--- src/rtl/btn_conditioner.sv ---
// -----------------------------------------------------------------------------
// btn_conditioner
//
// Cleans up the four raw paddle push-buttons before they reach the paddle
// logic. Each channel is synchronised with two flops, debounced against a
// tick derived from the 1 ms square wave, and presented as a clean level
// plus single-clock rise/fall pulses.
//
// Optional feature macro: BTN_AUTOREPEAT_EN
//   When defined, a held button also produces repeat pulses on btn_rise:
//   the first after REPEAT_DELAY_MS ticks, then one every REPEAT_RATE_MS ticks.
//   When undefined, no repeat logic is built.
//
// Parameters
//   DEBOUNCE_MS      ticks a new synced value must hold before acceptance (1..255)
//   REPEAT_DELAY_MS  held ticks before the first repeat pulse (1..1023)
//   REPEAT_RATE_MS   ticks between later repeat pulses (1..1023)
//
// Ports
//   clk       in   1  system clock
//   reset     in   1  synchronous, active-high
//   clk_1ms   in   1  1 ms square wave, sampled as data only
//   btn       in   1  raw button, channel 0
//   btn1      in   1  raw button, channel 1
//   btn2      in   1  raw button, channel 2
//   btn3      in   1  raw button, channel 3
//   btn_lvl   out  4  debounced level, bit i = channel i
//   btn_rise  out  4  1-clk pulse on debounced 0->1 (plus repeat pulses)
//   btn_fall  out  4  1-clk pulse on debounced 1->0
//
// Per-channel FSM state is held in g_ch[i].state for observation.
// -----------------------------------------------------------------------------
module btn_conditioner #(
   parameter int DEBOUNCE_MS     = 10,
   parameter int REPEAT_DELAY_MS = 300,
   parameter int REPEAT_RATE_MS  = 50
) (
   input  logic       clk,
   input  logic       reset,
   input  logic       clk_1ms,
   input  logic       btn,
   input  logic       btn1,
   input  logic       btn2,
   input  logic       btn3,
   output logic [3:0] btn_lvl,
   output logic [3:0] btn_rise,
   output logic [3:0] btn_fall
);

   localparam logic [1:0] ST_LO      = 2'd0;
   localparam logic [1:0] ST_WAIT_HI = 2'd1;
   localparam logic [1:0] ST_HI      = 2'd2;
   localparam logic [1:0] ST_WAIT_LO = 2'd3;

   localparam logic [7:0] DEB_LIM = DEBOUNCE_MS[7:0];

   if (DEBOUNCE_MS < 1 || DEBOUNCE_MS > 255) begin : g_bad_deb
      $error("DEBOUNCE_MS out of range");
   end
   if (REPEAT_DELAY_MS < 1 || REPEAT_DELAY_MS > 1023) begin : g_bad_dly
      $error("REPEAT_DELAY_MS out of range");
   end
   if (REPEAT_RATE_MS < 1 || REPEAT_RATE_MS > 1023) begin : g_bad_rate
      $error("REPEAT_RATE_MS out of range");
   end

   logic [3:0] raw;
   logic [3:0] sync1;
   logic [3:0] s;
   logic       clk_1ms_d;
   logic       tick;

   assign raw = {btn3, btn2, btn1, btn};

   // clk_1ms_d resets high so a clk_1ms already high at release is not
   // mistaken for a rising edge.
   always_ff @(posedge clk) begin
      if (reset) begin
         sync1     <= 4'b0000;
         s         <= 4'b0000;
         clk_1ms_d <= 1'b1;
         tick      <= 1'b0;
      end else begin
         sync1     <= raw;
         s         <= sync1;
         clk_1ms_d <= clk_1ms;
         tick      <= clk_1ms & ~clk_1ms_d;
      end
   end

   for (genvar i = 0; i < 4; i++) begin : g_ch
      logic [1:0] state;
      logic [7:0] cnt;
      logic [7:0] cnt_nx;
      logic       lvl;
      logic       rise;
      logic       fall;

      assign cnt_nx = cnt + 8'd1;

`ifdef BTN_AUTOREPEAT_EN
      // rphase=0: counting the initial delay; rphase=1: counting the rate.
      logic [9:0] rcnt;
      logic [9:0] rcnt_nx;
      logic [9:0] rep_lim;
      logic       rphase;

      assign rcnt_nx = rcnt + 10'd1;
      assign rep_lim = rphase ? REPEAT_RATE_MS[9:0] : REPEAT_DELAY_MS[9:0];
`endif

      always_ff @(posedge clk) begin
         if (reset) begin
            state  <= ST_LO;
            cnt    <= 8'd0;
            lvl    <= 1'b0;
            rise   <= 1'b0;
            fall   <= 1'b0;
`ifdef BTN_AUTOREPEAT_EN
            rcnt   <= 10'd0;
            rphase <= 1'b0;
`endif
         end else begin
            rise <= 1'b0;
            fall <= 1'b0;
            case (state)
               ST_LO: begin
                  if (s[i]) begin
                     cnt   <= 8'd0;
                     state <= ST_WAIT_HI;
                  end
               end
               // A bounce takes priority over a coincident tick.
               ST_WAIT_HI: begin
                  if (!s[i]) begin
                     state <= ST_LO;
                  end else if (tick) begin
                     cnt <= cnt_nx;
                     if (cnt_nx == DEB_LIM) begin
                        state <= ST_HI;
                        lvl   <= 1'b1;
                        rise  <= 1'b1;
`ifdef BTN_AUTOREPEAT_EN
                        rcnt   <= 10'd0;
                        rphase <= 1'b0;
`endif
                     end
                  end
               end
               ST_HI: begin
                  if (!s[i]) begin
                     cnt   <= 8'd0;
                     state <= ST_WAIT_LO;
                  end
`ifdef BTN_AUTOREPEAT_EN
                  else if (tick) begin
                     if (rcnt_nx == rep_lim) begin
                        rise   <= 1'b1;
                        rcnt   <= 10'd0;
                        rphase <= 1'b1;
                     end else begin
                        rcnt <= rcnt_nx;
                     end
                  end
`endif
               end
               // Repeat counter is left untouched here, so a return to HI
               // resumes where it stopped.
               ST_WAIT_LO: begin
                  if (s[i]) begin
                     state <= ST_HI;
                  end else if (tick) begin
                     cnt <= cnt_nx;
                     if (cnt_nx == DEB_LIM) begin
                        state <= ST_LO;
                        lvl   <= 1'b0;
                        fall  <= 1'b1;
                     end
                  end
               end
               default: state <= ST_LO;
            endcase
         end
      end

      assign btn_lvl[i]  = lvl;
      assign btn_rise[i] = rise;
      assign btn_fall[i] = fall;
   end

endmodule

--- config.mk ---
export PLATFORM = sky130hd
export DESIGN_NAME = btn_conditioner
export DESIGN_NICKNAME = d
export VERILOG_FILES = /design/src/rtl/btn_conditioner.sv
export SDC_FILE = /design/constraint.sdc
export NUM_CORES = 1
export LEC_CHECK = 0
export BUFFER_PORTS_ARGS = -buffer_cell sky130_fd_sc_hd__buf_4
export CORE_ASPECT_RATIO = 0.8
export CORE_MARGIN = 10
export CORE_UTILIZATION = 50
export CTS_BUF_LIST = sky130_fd_sc_hd__clkbuf_2
export CTS_CLUSTER_SIZE = 40
export DETAILED_ROUTE_END_ITERATION = 6
export PLACE_DENSITY = 0.7
export SLEW_MARGIN = 20
export SYNTH_ARGS = -nofsm -noshare
export SYNTH_HDL_FRONTEND = slang
export SYNTH_SLANG_ARGS = --single-unit
--- constraint.sdc ---
create_clock -name clk -period 1.8 [get_ports clk]
set_clock_uncertainty 0.15 [all_clocks]
set_input_delay 0.36 -clock clk [delete_from_list [all_inputs] [get_ports clk]]
set_output_delay 0.36 -clock clk [all_outputs]
set_load 0.01 [all_outputs]
==> results of run 1 <==
==> worst paths after layout <==
kind	from	slack [ns]	cells past startpoint	end
setup / recovery	g_ch[2].cnt[0]	-0.11	6	g_ch[2].state[0]
hold / removal	clk_1ms_d	0.24	1	tick
setup reg to reg	g_ch[2].cnt[0]	-0.11	6	g_ch[2].state[0]
hold reg to reg	clk_1ms_d	0.24	1	tick
==> flip-flops by register name (all words and copies together), names as in the netlist, named ones only <==
signal      flops
clk_1ms_d       1
g_ch.cnt       32
g_ch.fall       4
g_ch.lvl        4
g_ch.rise       4
g_ch.state      4
s               4
sync1           4
tick            1
==> cells in the mapped netlist, drive strengths merged, types with 10 or more instances <==
library cell	count	share of area, %
a21oi	37	5.6
dfxtp	62	38
and3	10	1.9
nand3	19	3.6
clkbuf	12	1.7
a31oi	10	1.9
nor2	41	4.7
inv	15	1.7
nand2	15	1.7
o21ai	32	4.9
nor2b	10	1.9
buf	18	4.1
==> repair_timing <==
| item | CTS | global route |
|---|---|---|
| hold endpoints to repair | 6 | 0 |
| setup endpoints to repair | 11 | 26 |
| gates resized for setup | 29 | 54 |
| setup buffers | 7 | 2 |
| pin swaps | 10 | 15 |
| hold buffers | 5 | 0 |
==> critical path: stages, from the launching register on <==
cell and delay [ns]:
sky130_fd_sc_hd__dfxtp_4 0.43, sky130_fd_sc_hd__ha_4 0.19, sky130_fd_sc_hd__nand3_4 0.09, sky130_fd_sc_hd__nor4_4 0.32, sky130_fd_sc_hd__nor2_2 0.09, sky130_fd_sc_hd__or3_4 0.37, sky130_fd_sc_hd__and3b_1 0.18
==> layout make-up <==
type	instances	area, um^2
repair buffers	67	534
clock buffers	12	60.1
multi-input cells	287	2130
inverters	15	58.8
fillers	501	2190
flip-flops and latches	62	1280
well taps	84	105
clock inverters	3	46.3
==> report_power, final <==
group / internal, uW / total [uW] / leakage (uW) / switching [uW]
Sequential: 1380 / 1400 / 0.000513 / 17.0
Combinational: 57.4 / 121 / 0.000946 / 64.0
Clock: 334 / 823 / 0.0000682 / 490
==> layer usage <==
layer	vias to the layer above	global-route usage [%]
met4	0	5.74
met3	12	4.00
li1	1518	-
met2	65	23.2
met1	1445	17.8
met5	-	0
==> cells by family (layout without fill, tap and decap cells) <==
family | count (synthesis) | count (layout)
simple gates | 160 | 160
compound gates | 107 | 107
flops | 62 | 62
buf+inv | 45 | 97
xor+xnor | 9 | 9
fa+ha+maj | 8 | 8
mux | 3 | 3
==> per-stage QoR <==
step | cells | TNS [ns] | util [%] | hold WS, ns
final | 530 | -0.417 | 65.9 | 0.241
after CTS | 529 | -0.265 | 62.2 | 0.186
after floorplan | 394 | -0.0179 | - | 0.222
after global placement | 502 | -0.0942 | 56.9 | 0.253
after detailed placement | 502 | -0.212 | 56.9 | 0.256
after global routing | 530 | -1.17 | 65.9 | 0.216
==> flow_summary_export.csv, run 1 <==
group,metric,value,unit
synthesis,synth.yosys.warnings,0,
global_route,vias_in_the_first_global_route,2852,
route,drt_first_pass_iters,4,
clocking,root_buffer,"sky130_fd_sc_hd__clkbuf_2",
route,wl_met1,3710,um
worst_hold_path,hold_class,"flop to flop",
synthesis,synth_top_family_by_area,"simple AND/OR/NAND/NOR gates",
route,drc_errors,0,
timing,timing_worst_slew_pin_value,0.673,ns
synthesis,synth_compound_gate_area_share,19.6,%
route,route.antenna.remaining_nets,0,
worst_setup_path,worst-setup-path-type,"flop to flop",
placement,pre_cts_slack,-0.0628,ns
finish,final_cell_mix,"sky130_fd_sc_hd__buf_4 (57), sky130_fd_sc_hd__dfxtp_1 (45), sky130_fd_sc_hd__nor2_1 (40), sky130_fd_sc_hd__a21oi_1 (37), sky130_fd_sc_hd__o21ai_0 (25)",
die,placeable_core_area,6410,um^2
route,num_vias,3040,
timing,final_period_minus_worst_setup_slack,1.91,ns
global_route,grt_usage,14.4,%
worst_setup_path,crit_path_end_kind,"flop",
timing,maxSlewViolCount,0,
synthesis,synthMuxAreaShare,0.912,%
die,design.die.area,10300,um^2
finish,area_growth_syn_to_layout,28.1,%
timing,timing.final.crit_share,106,%
finish,layout_commonest_cell,"sky130_fd_sc_hd__buf_4",
pwr,leakage,0.00153,uW
clocking,clk_path_buf_depth,2,
global_route,grt_first_pass_wirelength,12900,um
clocking,cts_htree_levels,3,
clocking,cts_num_sinks,62,
run_status,run_status,"finished, violations left",
synthesis,async_flop_share,0,%
synthesis,synth_fa_ha_area_share,3.04,%
worst_setup_path,setup.worst_path.start_class,"flop",
run_status,violations,"negative setup slack",
placement,half_perimeter_wire_length_after_detailed_placement,4850,um
clocking,clock_latency,0.48,ns
clocking,cts_inserted_buffers,9,
synthesis,synth_sequential_area_ratio,37.7,%
timing,fmax,523,MHz
synthesis,postSynthRegisterBits,62,
synthesis,synthesis.instances,394,
worst_setup_path,worst_ep_required_time,2.03,ns
synthesis,yosys.area_share.simple,28.8,%
synthesis,synthesis.area,3290,um^2
placement,numPortBuffers,18,
synthesis,synth_xor_area_share,2.39,%
synthesis,synth-edff-count,0,
pwr,fin_total_pwr,2340,uW
global_route,grt_overflow_total,0,
die,row_count,26,
synthesis,synth_area_per_cell,8.36,um^2
global_route,grt_antenna_before_repair,0,
finish,fin_area,4220,um^2
clocking,tritoncts_clock_tree,"done",
timing,report.final.setup_viol,7,
global_route,maximum_number_of_pins_on_one_net_before_global_route_repair,63,
die,die_width,111,um
timing,post-route-worst-setup-slack,-0.111,ns
route,met2_wirelength,3490,um
timing,unrepaired_setup_endpoints_after_global_routing,"yes",
synthesis,post_synth_num_cell_types,60,
die,die_y,92.6,um
route,finalWirelength,7720,um
job,count_of_max_cap_constraint_violations,0,
die,floorplan.initialDensity,51.4,%
placement,detailed_place.area,3650,um^2
worst_setup_path,critical_path.max_fanout,5,
pwr,p_per_area,556,nW/um^2
synthesis,synthesized_net_count,409,
finish,n_antenna_cell,0,
finish,layout-drive-gt1-share,35.0,%
route,post_drt_via_cell_ratio,5.74,
timing,timing.final.hold_violations,0,
route,max_used_layer,"met4",
worst_setup_path,cp.arrival,2.14,ns
die,ios,19,
route,met3_wirelength,421,um
route,post_drt_wl_per_cell,14.6,um
pwr,irDropWorstVdd,0.436,mV
synthesis,ys_dominant_reg_cell,"sky130_fd_sc_hd__dfxtp_1",
timing,max-slew-margin-rel,55.1,%
finish,finish.net_count,457,
route,initialDrtViolationCount,144,
clocking,clk_transition_reported_paths,0.18,ns
placement,gp_routability_congestion,0.863,
Power figures use the tool's default switching activity.
==> inputs of run 2 (changes only) <==
Settings changed: CORE_MARGIN 10 to not set.
==> flow_summary_export.csv, run 2 (synthesized netlist as in run 1, its figures left out) <==
group,metric,value,unit
global_route,grt_usage,21.9,%
clocking,root_buffer,"sky130_fd_sc_hd__clkbuf_2",
worst_setup_path,crit_path_end_kind,"flop",
worst_setup_path,setup.worst_path.start_class,"flop",
worst_setup_path,worst_ep_required_time,2.02,ns
die,placeable_core_area,6380,um^2
global_route,grt_overflow_total,0,
finish,finish.net_count,459,
die,floorplan.initialDensity,51.7,%
die,die_y,74.6,um
worst_hold_path,timing.hold.worst_endpoint,"g_ch[1].cnt[0]",
route,drt_first_pass_iters,5,
route,num_vias,3060,
run_status,run_status,"finished, violations left",
finish,layout-drive-gt1-share,35.4,%
clocking,cts_num_sinks,62,
pwr,leakage,0.00154,uW
timing,unrepaired_setup_endpoints_after_global_routing,"yes",
worst_setup_path,critical_path.max_fanout,6,
die,die_width,92.8,um
worst_hold_path,hold_class,"input port to flop",
worst_setup_path,r2r.worst_path.cells,6,
timing,fmax,524,MHz
finish,layout_commonest_cell,"sky130_fd_sc_hd__buf_4",
clocking,clock_latency,0.50,ns
placement,half_perimeter_wire_length_after_detailed_placement,4920,um
route,initialDrtViolationCount,141,
route,finalWirelength,7970,um
worst_setup_path,worst-setup-path-type,"flop to flop",
global_route,maximum_number_of_pins_on_one_net_before_global_route_repair,50,
global_route,grt_first_pass_wirelength,11900,um
worst_setup_path,r2r_start,"g_ch[2].cnt[1]",
clocking,clk_transition_reported_paths,0.18,ns
worst_hold_path,hold-path-cell-count,2,
timing,maxSlewViolCount,0,
global_route,use_met1,27.0,%
die,row_count,26,
die,design.die.area,6920,um^2
job,count_of_max_cap_constraint_violations,0,
pwr,fin_total_pwr,2390,uW
finish,final_cell_mix,"sky130_fd_sc_hd__buf_4 (62), sky130_fd_sc_hd__dfxtp_1 (45), sky130_fd_sc_hd__nor2_1 (39), sky130_fd_sc_hd__a21oi_1 (37), sky130_fd_sc_hd__o21ai_0 (25)",
global_route,grt-busiest-layer,"met2",
placement,numPortBuffers,18,
timing,timing.final.crit_share,106,%
die,ios,19,
finish,largest_register_ffs,32,
clocking,tritoncts_clock_tree,"done",
finish,largest_register,"g_ch.cnt",
clocking,cts_inserted_buffers,9,
worst_setup_path,cp.arrival,2.13,ns
timing,timing_worst_slew_pin_value,0.545,ns
clocking,clk_path_buf_depth,2,
timing,post-route-worst-setup-slack,-0.108,ns
global_route,grt_antenna_before_repair,0,
finish,post-route-util,65.6,%
worst_setup_path,reg2reg_slack,-0.11,ns
timing,final_period_minus_worst_setup_slack,1.91,ns
timing,max-slew-margin-rel,63.7,%
route,post_drt_via_cell_ratio,5.74,
run_status,violations,"negative setup slack",
timing,timing.final.hold_violations,0,
global_route,grt.met2_usage,36.7,%
finish,fillers,551,
global_route,grtUsageMet3,6.24,%
clocking,cts_htree_levels,3,
finish,ff_latch_area,1270,um^2
timing,report.final.setup_viol,6,
placement,gp_routability_congestion,0.894,
finish,area_growth_syn_to_layout,26.9,%
global_route,vias_in_the_first_global_route,2690,
route,route.antenna.remaining_nets,0,
pwr,p_per_area,572,nW/um^2
route,drc_errors,0,
pwr,irDropWorstVdd,0.626,mV
route,post_drt_wl_per_cell,14.9,um
finish,multi_input_comb_area,2090,um^2
finish,n_antenna_cell,0,
worst_hold_path,min-delay-start,"reset",
-- run 2: cell count changes in the layout (fill, tap and decap cells not counted), sizes merged --
cell      delta
clkbuf       -2
clkinvlp     -1
buf          +2
clkinv       +4
-- run 2: critical path, stage by stage (launching register included) --
cell                      delay [ns]
sky130_fd_sc_hd__dfxtp_4        0.40
sky130_fd_sc_hd__nand2_2        0.17
sky130_fd_sc_hd__mux2i_1        0.29
sky130_fd_sc_hd__a31oi_1        0.19
sky130_fd_sc_hd__buf_4          0.19
sky130_fd_sc_hd__o31ai_1        0.30
sky130_fd_sc_hd__a21oi_1        0.11
-- run 2: area by class of cell --
class | instances | share of cell area, %
Multi-Input combinational cell | 287 | 50.0
Sequential cell | 62 | 30.5
Clock inverter | 6 | 1.50
Timing Repair Buffer | 69 | 12.9
Inverter | 15 | 1.41
Clock buffer | 10 | 1.20
Tap cell | 84 | 2.51
-- run 2: report_power, final --
| part | internal [uW] | switching [uW] | total (uW) |
|---|---|---|---|
| Combinational | 60.0 | 64.3 | 124 |
| Sequential | 1390 | 15.8 | 1400 |
| Clock | 325 | 539 | 863 |
-- run 2: per-layer routing --
metal	wire [um]	part of all wire [%]	up-vias
met3	348	4.4	20
met1	3590	45	1450
met2	3870	49	74
met5	0	0	-
li1	-	-	1516
met4	161	2.0	0
-- run 2: worst max-delay path by stage --
stage | from | end | slack [ns] | cells past startpoint
3_3_place_gp | g_ch[2].cnt[1] | g_ch[2].state[0] | -0.007 | 6
6_report | g_ch[2].cnt[1] | flop | -0.11 | 6
2_1_floorplan | g_ch[2].cnt[0] | g_ch[2].state[0] | -0.02 | 6
5_1_grt | g_ch[2].cnt[3] | flop | -0.18 | 6
4_1_cts | g_ch[2].cnt[1] | g_ch[2].state[0] | -0.04 | 6
3_5_place_dp | g_ch[3].cnt[0] | g_ch[3].fall | -0.05 | 5
-- run 2: through the flow --
stage | area, um^2 | hold WS, ns | std cells | setup TNS (ns) | setup WS [ns]
2_1_floorplan | 3330 | 0.222 | 394 | -0.0179 | -0.0179
3_3_place_gp | 3670 | 0.253 | 505 | -0.0123 | -0.00716
3_5_place_dp | 3670 | 0.259 | 505 | -0.135 | -0.0540
4_1_cts | 3940 | 0.124 | 533 | -0.0570 | -0.0371
5_1_grt | 4180 | 0.147 | 533 | -1.28 | -0.178
6_report | 4180 | 0.162 | 533 | -0.371 | -0.108
-- run 2: repair_timing --
action / 4_1_cts / 5_1_grt
buffers inserted: 7 / 1
pin swaps: 0 / 10
hold buffers: 5 / 0
hold endpoints to repair: 6 / 0
endpoints found under the setup margin: 9 / 30
resized for setup: 18 / 54
==> inputs of run 3 (changes only) <==
Settings changed: CELL_PAD_IN_SITES_DETAIL_PLACEMENT set to 0, CELL_PAD_IN_SITES_GLOBAL_PLACEMENT set to 2, CORE_UTILIZATION 50 to 35, PLACE_DENSITY 0.7 to 0.78.
==> flow_summary_export.csv, run 3 (synthesized netlist as in run 1, its figures left out) <==
group,metric,value,unit
route,drc_errors,0,
worst_setup_path,r2r_start,"g_ch[2].cnt[0]",
worst_setup_path,timing.critical_path.buf_inv,0,
clocking,clock_latency,0.52,ns
timing,timing_worst_slew_pin_value,0.687,ns
route,drt_first_pass_iters,4,
worst_setup_path,setup.worst_path.start_class,"flop",
placement,numPortBuffers,18,
finish,layout_commonest_cell,"sky130_fd_sc_hd__buf_4",
timing,final.setup.tns,-0.230,ns
die,design.die.area,9810,um^2
route,post_drt_via_cell_ratio,5.18,
worst_setup_path,worst_ep_required_time,2.07,ns
pwr,irDropWorstVdd,0.279,mV
worst_setup_path,critPathMaxStageDelay,0.41,ns
route,initialDrtViolationCount,173,
worst_setup_path,crit_path_end_kind,"flop",
finish,largest_register,"g_ch.cnt",
die,placeable_core_area,9080,um^2
clocking,tritoncts_clock_tree,"done",
timing,max-slew-margin-rel,54.2,%
route,num_vias,2941,
pwr,p_per_area,594,nW/um^2
finish,n_antenna_cell,0,
run_status,run_status,"finished, violations left",
global_route,grt_antenna_before_repair,0,
run_status,violations,"negative setup slack",
worst_hold_path,min-delay-start,"reset",
worst_setup_path,cell_type_group_with_the_largest_total_delay_on_the_critical_path,"simple AND/OR/NAND/NOR gates",
finish,final_cells,568,
route,finalWirelength,7550,um
worst_setup_path,cp-startpoint,"g_ch[2].cnt[0]",
placement,gp_routability_congestion,0.836,
global_route,grt_overflow_total,0,
die,ios,19,
worst_hold_path,hold_class,"input port to flop",
global_route,vias_in_the_first_global_route,2625,
timing,maxSlewViolCount,0,
worst_setup_path,cp_cell_sequence,"ha_4 -> and3_4 -> a311oi_2 -> nor2_1 -> or3_4 -> and3b_1",
clocking,clk_transition_reported_paths,0.22,ns
job,count_of_max_cap_constraint_violations,0,
placement,detailed_place.area,3720,um^2
finish,final_cell_mix,"sky130_fd_sc_hd__buf_4 (65), sky130_fd_sc_hd__dfxtp_1 (43), sky130_fd_sc_hd__nor2_1 (41), sky130_fd_sc_hd__a21oi_1 (36), sky130_fd_sc_hd__o21ai_0 (25)",
timing,post-route-worst-setup-slack,-0.0731,ns
timing,timing.final.hold_violations,0,
timing,fmax,534,MHz
finish,finish.net_count,463,
clocking,cts_htree_levels,3,
placement,pre_cts_slack,-0.103,ns
global_route,maximum_number_of_pins_on_one_net_before_global_route_repair,63,
worst_setup_path,slowest_stage,"sky130_fd_sc_hd__dfxtp_4",
finish,fillers,873,
timing,report.final.setup_viol,5,
worst_setup_path,critical_path.max_fanout,4,
finish,layout-drive-gt1-share,36.6,%
timing,timing.final.crit_share,104,%
die,floorplan.initialDensity,36.3,%
die,die_width,110,um
placement,half_perimeter_wire_length_after_detailed_placement,4900,um
finish,largest_register_ffs,32,
clocking,cts_num_sinks,62,
global_route,grt_usage,15.8,%
die,die_y,88.8,um
finish,fin_area,4310,um^2
worst_setup_path,worst-setup-path-type,"flop to flop",
timing,final_period_minus_worst_setup_slack,1.87,ns
clocking,clk_path_buf_depth,2,
finish,area_growth_syn_to_layout,30.8,%
timing,hold_ws,0.195,ns
worst_setup_path,reg2reg_slack,-0.07,ns
route,post_drt_wl_per_cell,13.3,um
global_route,grt_first_pass_wirelength,12500,um
die,row_count,31,
worst_setup_path,cp.arrival,2.14,ns
clocking,cts_inserted_buffers,9,
route,route.antenna.remaining_nets,0,
clocking,root_buffer,"sky130_fd_sc_hd__clkbuf_2",
pwr,leakage,0.00157,uW
timing,unrepaired_setup_endpoints_after_global_routing,"yes",
placement,dp.cells,538,
==> run 3: final timing paths <==
| path | to | depth (start not counted) |
|---|---|---|
| min | g_ch[0].cnt[1] | 2 |
| max reg2reg | g_ch[2].state[0] | 6 |
| max | g_ch[2].state[0] | 6 |
| min reg2reg | tick | 1 |
==> run 3: routing by layer <==
metal | routed length (um) | share of wire (%) | track usage (%)
met3 | 207 | 2.7 | 5.00
met4 | 85 | 1.1 | 5.09
met5 | 0 | 0 | 0
met2 | 3430 | 45 | 24.5
met1 | 3830 | 51 | 21.1
==> run 3: what timing repair did <==
| action | in CTS | in global routing |
|---|---|---|
| hold buffers | 5 | 0 |
| endpoints found under the hold margin | 6 | 0 |
| pin swaps | 6 | 13 |
| cloned | 0 | 0 |
| setup endpoints to repair | 13 | 36 |
| resized for setup | 33 | 46 |
| setup buffers | 6 | 3 |
==> run 3: where the power goes <==
part | leakage [uW] | switching [uW] | total, uW | internal (uW)
clock | 0.0000867 | 569 | 1040 | 467
sequential | 0.000513 | 18.2 | 1400 | 1390
combinational | 0.000970 | 63.4 | 118 | 54.9
==> run 3: stage by stage <==
| stage | util [%] | total power, uW |
|---|---|---|
| 6_report | 47.5 | 2560 |
| 5_1_grt | 47.5 | 2680 |
| 4_1_cts | 45.1 | 2600 |
| 3_5_place_dp | 41.0 | 1540 |
| 3_3_place_gp | 41.0 | 1540 |
| 2_1_floorplan | - | 1510 |
==> run 3: layout make-up <==
cell class	count	area, um^2	share of cell area [%]
Clock buffer	9	45.0	1.05
Clock inverter	7	96.3	2.24
Sequential cell	62	1280	29.7
Timing Repair Buffer	73	572	13.3
Inverter	15	56.3	1.31
Tap cell	115	144	3.34
Multi-Input combinational cell	287	2110	49.1
